## src/rtl/m_fetch_pkg.sv

```systemverilog
// Shared definitions for the fetch stage: state encoding, reset defaults and
// the {pc, ir} buffer entry layout.
package m_fetch_pkg;

  localparam int unsigned IW = 32;

  localparam logic [IW-1:0] RESET_PC_DEF = 32'h0000_0000;
  localparam logic [IW-1:0] NOP_IR_DEF   = 32'h0000_0013;

  typedef enum logic {
    S_FETCH = 1'b0,
    S_DRAIN = 1'b1
  } state_e;

  typedef struct packed {
    logic [IW-1:0] pc;
    logic [IW-1:0] ir;
  } fetch_entry_t;

  function automatic logic [IW-1:0] align_word(input logic [IW-1:0] addr);
    return {addr[IW-1:2], 2'b00};
  endfunction

endpackage

```

## src/rtl/m_fetch_buf.sv

```systemverilog
// Two-entry {pc, ir} FIFO between instruction memory and decode.
// Clear wins over push/pop; pop on empty and push on full are ignored.
module m_fetch_buf
  import m_fetch_pkg::*;
(
  input  logic         w_clk,
  input  logic         w_rst_n,
  input  logic         push,
  input  logic         pop,
  input  logic         clear,
  input  fetch_entry_t din,
  output fetch_entry_t head,
  output logic [1:0]   count
);

  fetch_entry_t mem_q [2];
  fetch_entry_t mem_d [2];
  logic         rd_ptr_q, rd_ptr_d;
  logic         wr_ptr_q, wr_ptr_d;
  logic [1:0]   count_q, count_d;
  logic         do_push, do_pop;

  always_comb begin
    mem_d    = mem_q;
    rd_ptr_d = rd_ptr_q;
    wr_ptr_d = wr_ptr_q;
    count_d  = count_q;
    do_pop   = pop && (count_q != 2'd0);
    do_push  = push && ((count_q != 2'd2) || do_pop);
    if (clear) begin
      rd_ptr_d = 1'b0;
      wr_ptr_d = 1'b0;
      count_d  = 2'd0;
    end else begin
      if (do_push) begin
        mem_d[wr_ptr_q] = din;
        wr_ptr_d        = ~wr_ptr_q;
      end
      if (do_pop) begin
        rd_ptr_d = ~rd_ptr_q;
      end
      count_d = count_q + {1'b0, do_push} - {1'b0, do_pop};
    end
  end

  always_ff @(posedge w_clk) begin
    if (!w_rst_n) begin
      rd_ptr_q <= 1'b0;
      wr_ptr_q <= 1'b0;
      count_q  <= 2'd0;
    end else begin
      rd_ptr_q <= rd_ptr_d;
      wr_ptr_q <= wr_ptr_d;
      count_q  <= count_d;
    end
  end

  // Payload storage needs no reset: count gates every read.
  always_ff @(posedge w_clk) begin
    mem_q <= mem_d;
  end

  assign head  = mem_q[rd_ptr_q];
  assign count = count_q;

endmodule

```

## src/rtl/m_fetch.sv

```systemverilog
// Fetch stage: owns the PC, issues single-outstanding word fetches and feeds
// a two-entry buffer presented downstream with valid/ready.
//
//   state   | meaning
//   S_FETCH | normal fetch; request r_pc whenever the buffer has room
//   S_DRAIN | a stale request from before a redirect is waiting for its ack
module m_fetch
  import m_fetch_pkg::*;
#(
  parameter logic [31:0] RESET_PC = RESET_PC_DEF,
  parameter logic [31:0] NOP_IR   = NOP_IR_DEF
) (
  input  logic          w_clk,
  input  logic          w_rst_n,
  output logic          w_imem_req,
  output logic [IW-1:0] w_imem_addr,
  input  logic          w_imem_ack,
  input  logic [IW-1:0] w_imem_rdata,
  input  logic          w_redirect,
  input  logic [IW-1:0] w_redirect_pc,
  output logic          w_valid,
  input  logic          w_ready,
  output logic [IW-1:0] w_pc,
  output logic [IW-1:0] w_ir
);

  state_e        state_q, state_d;
  logic [IW-1:0] pc_q, pc_d;
  logic [IW-1:0] addr_q, addr_d;
  logic          pend_q, pend_d;

  logic          ack;
  logic          push, pop;
  fetch_entry_t  push_entry, head;
  logic [1:0]    count;

  always_comb begin
    w_imem_req  = w_rst_n && (pend_q || ((state_q == S_FETCH) && (count < 2'd2)));
    w_imem_addr = pend_q ? addr_q : pc_q;
    w_valid     = w_rst_n && (count != 2'd0);
    w_pc        = w_valid ? head.pc : (w_rst_n ? pc_q : RESET_PC);
    w_ir        = w_valid ? head.ir : NOP_IR;
  end

  always_comb begin
    ack        = w_imem_req && w_imem_ack;
    pop        = w_valid && w_ready && !w_redirect;
    push       = (state_q == S_FETCH) && ack && !w_redirect;
    push_entry = '{pc: pc_q, ir: w_imem_rdata};

    state_d = state_q;
    pc_d    = pc_q;
    // A raised request holds its address until acked, whatever count does.
    pend_d  = w_imem_req && !ack;
    addr_d  = w_imem_addr;

    if (w_redirect) begin
      pc_d    = align_word(w_redirect_pc);
      state_d = (w_imem_req && !ack) ? S_DRAIN : S_FETCH;
    end else if (state_q == S_DRAIN) begin
      if (ack) state_d = S_FETCH;
    end else if (ack) begin
      pc_d = pc_q + 32'd4;
    end
  end

  always_ff @(posedge w_clk) begin
    if (!w_rst_n) begin
      state_q <= S_FETCH;
      pc_q    <= RESET_PC;
      addr_q  <= RESET_PC;
      pend_q  <= 1'b0;
    end else begin
      state_q <= state_d;
      pc_q    <= pc_d;
      addr_q  <= addr_d;
      pend_q  <= pend_d;
    end
  end

  m_fetch_buf u_buf (
    .w_clk   (w_clk),
    .w_rst_n (w_rst_n),
    .push    (push),
    .pop     (pop),
    .clear   (w_redirect),
    .din     (push_entry),
    .head    (head),
    .count   (count)
  );

endmodule

```

## config.mk

```make
export PLATFORM = sky130hd
export DESIGN_NAME = m_fetch
export DESIGN_NICKNAME = d
export VERILOG_FILES = /design/src/rtl/m_fetch_pkg.sv /design/src/rtl/m_fetch_buf.sv /design/src/rtl/m_fetch.sv
export SDC_FILE = /design/constraint.sdc
export NUM_CORES = 1
export LEC_CHECK = 0
export ABC_AREA = 1
export BUFFER_PORTS_ARGS = -buffer_cell sky130_fd_sc_hd__clkbuf_2
export CORE_MARGIN = 2
export CORE_UTILIZATION = 50
export DETAILED_ROUTE_END_ITERATION = 8
export GPL_ROUTABILITY_DRIVEN = 1
export GPL_TIMING_DRIVEN = 0
export PLACE_DENSITY = 0.73
export SETUP_SLACK_MARGIN = 0.5
export SLEW_MARGIN = 20
export SYNTH_ARGS = -nofsm -noshare
export SYNTH_HDL_FRONTEND = slang
export SYNTH_SLANG_ARGS = --single-unit
```

## constraint.sdc

```tcl
create_clock -name w_clk -period 5.2 [get_ports w_clk]
set_input_delay 0.52 -clock w_clk [delete_from_list [all_inputs] [get_ports w_clk]]
set_output_delay 0.52 -clock w_clk [all_outputs]
set_load 0.03 [all_outputs]
```

# After elaboration in Yosys (flattened, before gate mapping)
# Index checks and enable logic that the tools add are counted.
dict set report totals {
  wordCells 67
  regBits 198
  out_inout_bits 98
}
dict set report op_classes {
  n_eq_ne 2
  order_cmp 4
  bitwise 7
  reduce_logical 22
  n_addsub 3
  mux 17
}
# operator count
set op_table {}
lappend op_table {{$mux W64} 4}
lappend op_table {{$mux W32} 7}
lappend op_table {{$bwmux W128} 1}
lappend op_table {{$demux W64 S1} 1}
lappend op_table {{$add A32 B3 Y32 const B} 1}
lappend op_table {{$logic_and A1 B1 Y1} 12}
lappend op_table {{$reduce_and A2 Y1} 3}
lappend op_table {{$not A1 Y1} 5}
lappend op_table {{$ge A2 B2 Y1 const B} 2}
lappend op_table {{$mux W1} 4}
lappend op_table {{$ne A2 B2 Y1 const B} 2}
lappend op_table {{$not A1 Y2} 2}
lappend op_table {{$reduce_bool A2 Y1} 2}
lappend op_table {{$add A2 B1 Y2} 1}
lappend op_table {{$logic_not A1 Y1} 2}
lappend op_table {{$logic_or A1 B1 Y1} 2}
lappend op_table {{$lt A2 B1 Y1 const B} 1}
lappend op_table {{$lt A2 B2 Y1 const B} 1}
lappend op_table {{$reduce_or A2 Y1} 1}
lappend op_table {{$sub A2 B1 Y2} 1}

# Depth between registers and ports, before layout
dict set report logic_depth {
  word_depth 10
  depth_mapped 10
}

# By module
# From an unflattened synthesis, not the netlist that was laid out.
dict set report hier_totals {
  cells_unflattened 1081
  area_unflattened_um2 9018.6
}
# module area_each_um2 cells_each n_inst
set modules_own_cells {}
lappend modules_own_cells {m_fetch_buf 4926.0 366 1}
lappend modules_own_cells {m_fetch 4092.7 715 1}

# Worst setup path before layout
# Ideal clock, no wire load.
dict set report synth_path {
  path_kind {input to register}
  startpoint {input w_rst_n}
  endpoint {register u_buf.mem_q[0] (netlist name), enable pin}
  path_stages 7
  arrival_ns 3.720
  required_ns 4.716
  path_buffers 1
  path_slack_ns 0.996
  cell_sequence {buf_4 -> inv_2 -> nor2_1 -> nand2_1 -> nand3_1 -> nand2_1 -> nor2_1}
}
dict set report synth_between {
  elab_chain_len 7
  word_cells_on_any_way 11
  classes_between {reduce/logical (11)}
}
# element line_no
set synth_rtl {}
lappend synth_rtl {{from (decl)} m_fetch.sv:14} ;# input logic w_rst_n,
lappend synth_rtl {{$logic_and A1 B1 Y1} m_fetch.sv:40} ;# w_valid = w_rst_n && (count != 2'd0);
lappend synth_rtl {{$logic_and A1 B1 Y1 (2 in series)} m_fetch.sv:47} ;# pop = w_valid && w_ready && !w_redirect;
lappend synth_rtl {{$logic_and A1 B1 Y1} m_fetch_buf.sv:28} ;# do_pop = pop && (count_q != 2'd0);
lappend synth_rtl {{$logic_or A1 B1 Y1} m_fetch_buf.sv:29} ;# do_push = push && ((count_q != 2'd2) || do_pop);
lappend synth_rtl {{$logic_and A1 B1 Y1 (*)} m_fetch_buf.sv:29}
lappend synth_rtl {{$reduce_and A2 Y1 (no line) (*)} -}
lappend synth_rtl {{to (signal assigned)} m_fetch_buf.sv:60} ;# mem_q <= mem_d;
lappend synth_rtl {{to (decl)} m_fetch_buf.sv:16} ;# fetch_entry_t mem_q [2];
# Every way passes the cells marked *; elsewhere a longest branch is shown, timed or not.
# A chain may end at the register's enable or synchronous reset.

# Worst setup path after layout
dict set report layout_path {
  startpoint {register u_buf.count_q[1] (netlist: u_buf.count[1])}
  endpoint {output w_pc[23]}
}
dict set report layout_between {
  elab_chain_len 3
}
# element line_no
set layout_rtl {}
lappend layout_rtl {{from (decl)} m_fetch_buf.sv:20} ;# logic [1:0] count_q, count_d;
lappend layout_rtl {{from (signal assigned)} m_fetch_buf.sv:54} ;# count_q <= count_d;
lappend layout_rtl {{$reduce_bool A2 Y1} m_fetch.sv:40}
lappend layout_rtl {{$logic_and A1 B1 Y1} m_fetch.sv:40}
lappend layout_rtl {{$mux W32} m_fetch.sv:41} ;# w_pc = w_valid ? head.pc : (w_rst_n ? pc_q : RESET_PC);
lappend layout_rtl {{to (decl)} m_fetch.sv:23} ;# output logic [IW-1:0] w_pc,
# No other way between the ends.

==> results_dict.tcl <==
set metrics [dict create \
    syn_avg_cell_area_um2 8.89 \
    seq_area_frac_synth_pct 58.9 \
    core_um2 17100 \
    dieWidth_um 135 \
    numCtsBuffers 17 \
    synth_cell_type_count 34 \
    avgViaCountPerCell 5.12 \
    hold_viol 0 \
    synth_top_area_share_pct 43.1 \
    status "finished, final reports clean" \
    skew_ps 8.50 \
    grt_setup_unrepaired "no" \
    drt_pass1_iterations 5 \
    r2r_end "u_buf.mem_q[77]" \
    clockBufferDepth 2 \
    grt_pass1_wl_um 33600 \
    fmax_mhz 351 \
    yosys.area.top_type "edfxtp_1" \
    diodes 0 \
    num_rows 48 \
    synthCells 972 \
    io_buffer_count 162 \
    design_area_um2 10500 \
    yosys_warnings 0 \
    ant_nets 0 \
    clk_latency_ps 430 \
    reg2reg_depth 9 \
    path_class "reg -> out" \
    setup_viol 0 \
    seq_area_um2 5080 \
    fin_crit_ps 2850 \
    die_height_um 135 \
    start_kind "register" \
    cp.required_ps 4680 \
    min_to "u_buf.mem_q[90]" \
    final_layout_size_suffix_gt1_share_pct 22.7 \
    gp_congestion 0.893 \
    dp_hpwl_um 15900 \
    crit_fanout 10 \
    powerDensity_nw_per_um2 324 \
    dieArea_um2 18300 \
    grt_overflow 0 \
    grt_use_total_pct 24.0 \
    dr_total_vias 7145 \
    slew_headroom_pct 52.9 \
    synth_area_um2 8640 \
    wl_um 22000 \
    root_buffer "clkbuf_16" \
    start_util_pct 50.5 \
    cp.arrival_ps 2330 \
    drcViolationCount 0 \
    yosys-top-cells-area "edfxtp_1 (43%), dfxtp_1 (16%), nand2_1 (14%)" \
    multi_input_area_um2 3010 \
    holdPathStages 1 \
    finish.net_count 1229 \
    regToRegSetupSlack_ps 2680 \
    ys_ff_latch 192 \
    ys_async_sr_fraction_pct 0 \
    wl_per_cell_um 15.7 \
    io-pin-count 167 \
    h-tree-depth 4 \
    grt_start_max_net_pins 26 \
    tightest_slew_ps 707 \
    peakVddDrop_uv 262 \
    antenna_found_initial 0 \
    fill_cells 1513 \
    cts_tree "done" \
    place_area_um2 9840 \
    grt_pass1_vias 6572 \
    ctsResizeCount 0 \
    cts_hold_buf 0 \
    hold_class "in -> reg" \
    cellLeakagePower_nw 4.56 \
    postCtsSetupBuffers 0 \
    cts.sinks 192 \
    drtIter0Drc 702 \
    final_max_slew_viol_count 0 \
    fin_crit_sh_pct 54.8 \
    worstHoldStart "w_imem_rdata[26]" \
    synthFlopType "edfxtp_1" \
    maxCapViolCount 0 \
    syn_to_final_growth_pct 21.2 \
    tns_ps 0 \
    synthTopCellsByCount "nand2_1 (329), edfxtp_1 (124), inv_1 (85)" \
    yosysMostFrequentCell "nand2_1" \
    synth-edff-count 124 \
    worstSetupEndpointType "output pin" \
    r2r_start "pend_q" \
    clk_pin_slew_ps 70 \
]
==> per-layer routing <==
layer | wire [µm] | global-route usage (%) | vias up | part of all wire, %
met1 | 9590 | 32.0 | 3270 | 44
met2 | 10400 | 39.4 | 270 | 47
met5 | 0 | 0 | - | 0
met3 | 1500 | 4.30 | 37 | 6.8
met4 | 467 | 8.62 | 0 | 2.1
li1 | - | - | 3568 | -
==> layout make-up <==
type / instances / area share (%)
flip-flops and latches: 192 / 48.5
repair buffers: 166 / 8.58
clock inverters: 9 / 1.10
multi-input cells: 644 / 28.7
clock buffers: 23 / 4.98
inverters: 90 / 3.23
well taps: 225 / 2.69
plain buffers: 47 / 2.16
==> cells in the final DEF, fill, tap and decap left out, types with 4 or more instances in the layout <==
| cell type | count |
|---|---|
| buf_1 | 6 |
| o41ai_1 | 4 |
| nor2_4 | 7 |
| clkbuf_1 | 24 |
| dfxtp_1 | 68 |
| o211ai_1 | 27 |
| inv_2 | 5 |
| nor2_1 | 58 |
| buf_2 | 10 |
| nand2_1 | 329 |
| nand2_2 | 4 |
| inv_1 | 85 |
| clkbuf_2 | 162 |
| a31oi_1 | 9 |
| buf_4 | 8 |
| clkbuf_16 | 20 |
| xor2_1 | 9 |
| nor2_2 | 6 |
| nand3_1 | 40 |
| edfxtp_1 | 124 |
| a21oi_1 | 55 |
| o21ai_0 | 54 |
| or2_2 | 26 |
==> through the flow <==
step | utilization (%) | cells | hold WS [ps] | worst slack (ps) | power [mW]
floorplan | - | 973 | 426 | 996 | 1.92
global placement | 56.9 | 1360 | 430 | -835 | 2.04
detailed placement | 57.5 | 1364 | 440 | 2410 | 2.04
CTS | 61.2 | 1396 | 266 | 2370 | 3.41
global route | 61.2 | 1396 | 268 | 2270 | 3.50
finish | 61.2 | 1396 | 280 | 2350 | 3.39
==> critical path, cell delays in order (launching register included) <==
cell and delay [ps]:
dfxtp_1 390, nor2_1 230, nand2_1 300, clkbuf_1 320, o21ai_0 380, clkbuf_2 280
==> logic make-up after synthesis <==
kind of cell / Yosys count / synth area share (%)
AO/OA/AOI/OAI: 152 / 9.99
adder cells (fa/ha/maj): 2 / 0.290
buffers and inverters: 137 / 6.53
AND/OR/NAND/NOR: 479 / 23.4
XOR/XNOR: 9 / 0.913
flip-flops: 192 / 58.9
other: 1 / 0.0434
==> sequential cells by signal, indices dropped and copies added (netlist names) <==
register        flops
u_buf.mem_q       124
addr_q             32
pc_q               30
u_buf.count         2
pend_q              1
state_q             1
u_buf.rd_ptr_q      1
u_buf.wr_ptr_q      1
==> power breakdown <==
part	leakage [nW]	internal [mW]	switching, mW
combinational	2.56	0.0932	0.213
sequential	1.70	1.67	0.0408
clock	0.307	0.813	0.564
total	4.56	2.57	0.818
==> worst max path at each step <==
stage,start,to,slack (ps),depth (start not counted)
2_1_floorplan,w_rst_n,u_buf.mem_q[0],1000,7
3_3_place_gp,w_rst_n,u_buf.mem_q[73],-840,8
3_5_place_dp,w_rst_n,u_buf.mem_q[71],2410,10
4_1_cts,u_buf.count[1],w_pc[23],2370,5
5_1_grt,u_buf.count[1],w_pc[23],2270,5
6_report,u_buf.count[1],w_pc[23],2350,5
No activity file was read; power rests on OpenSTA's default activity.
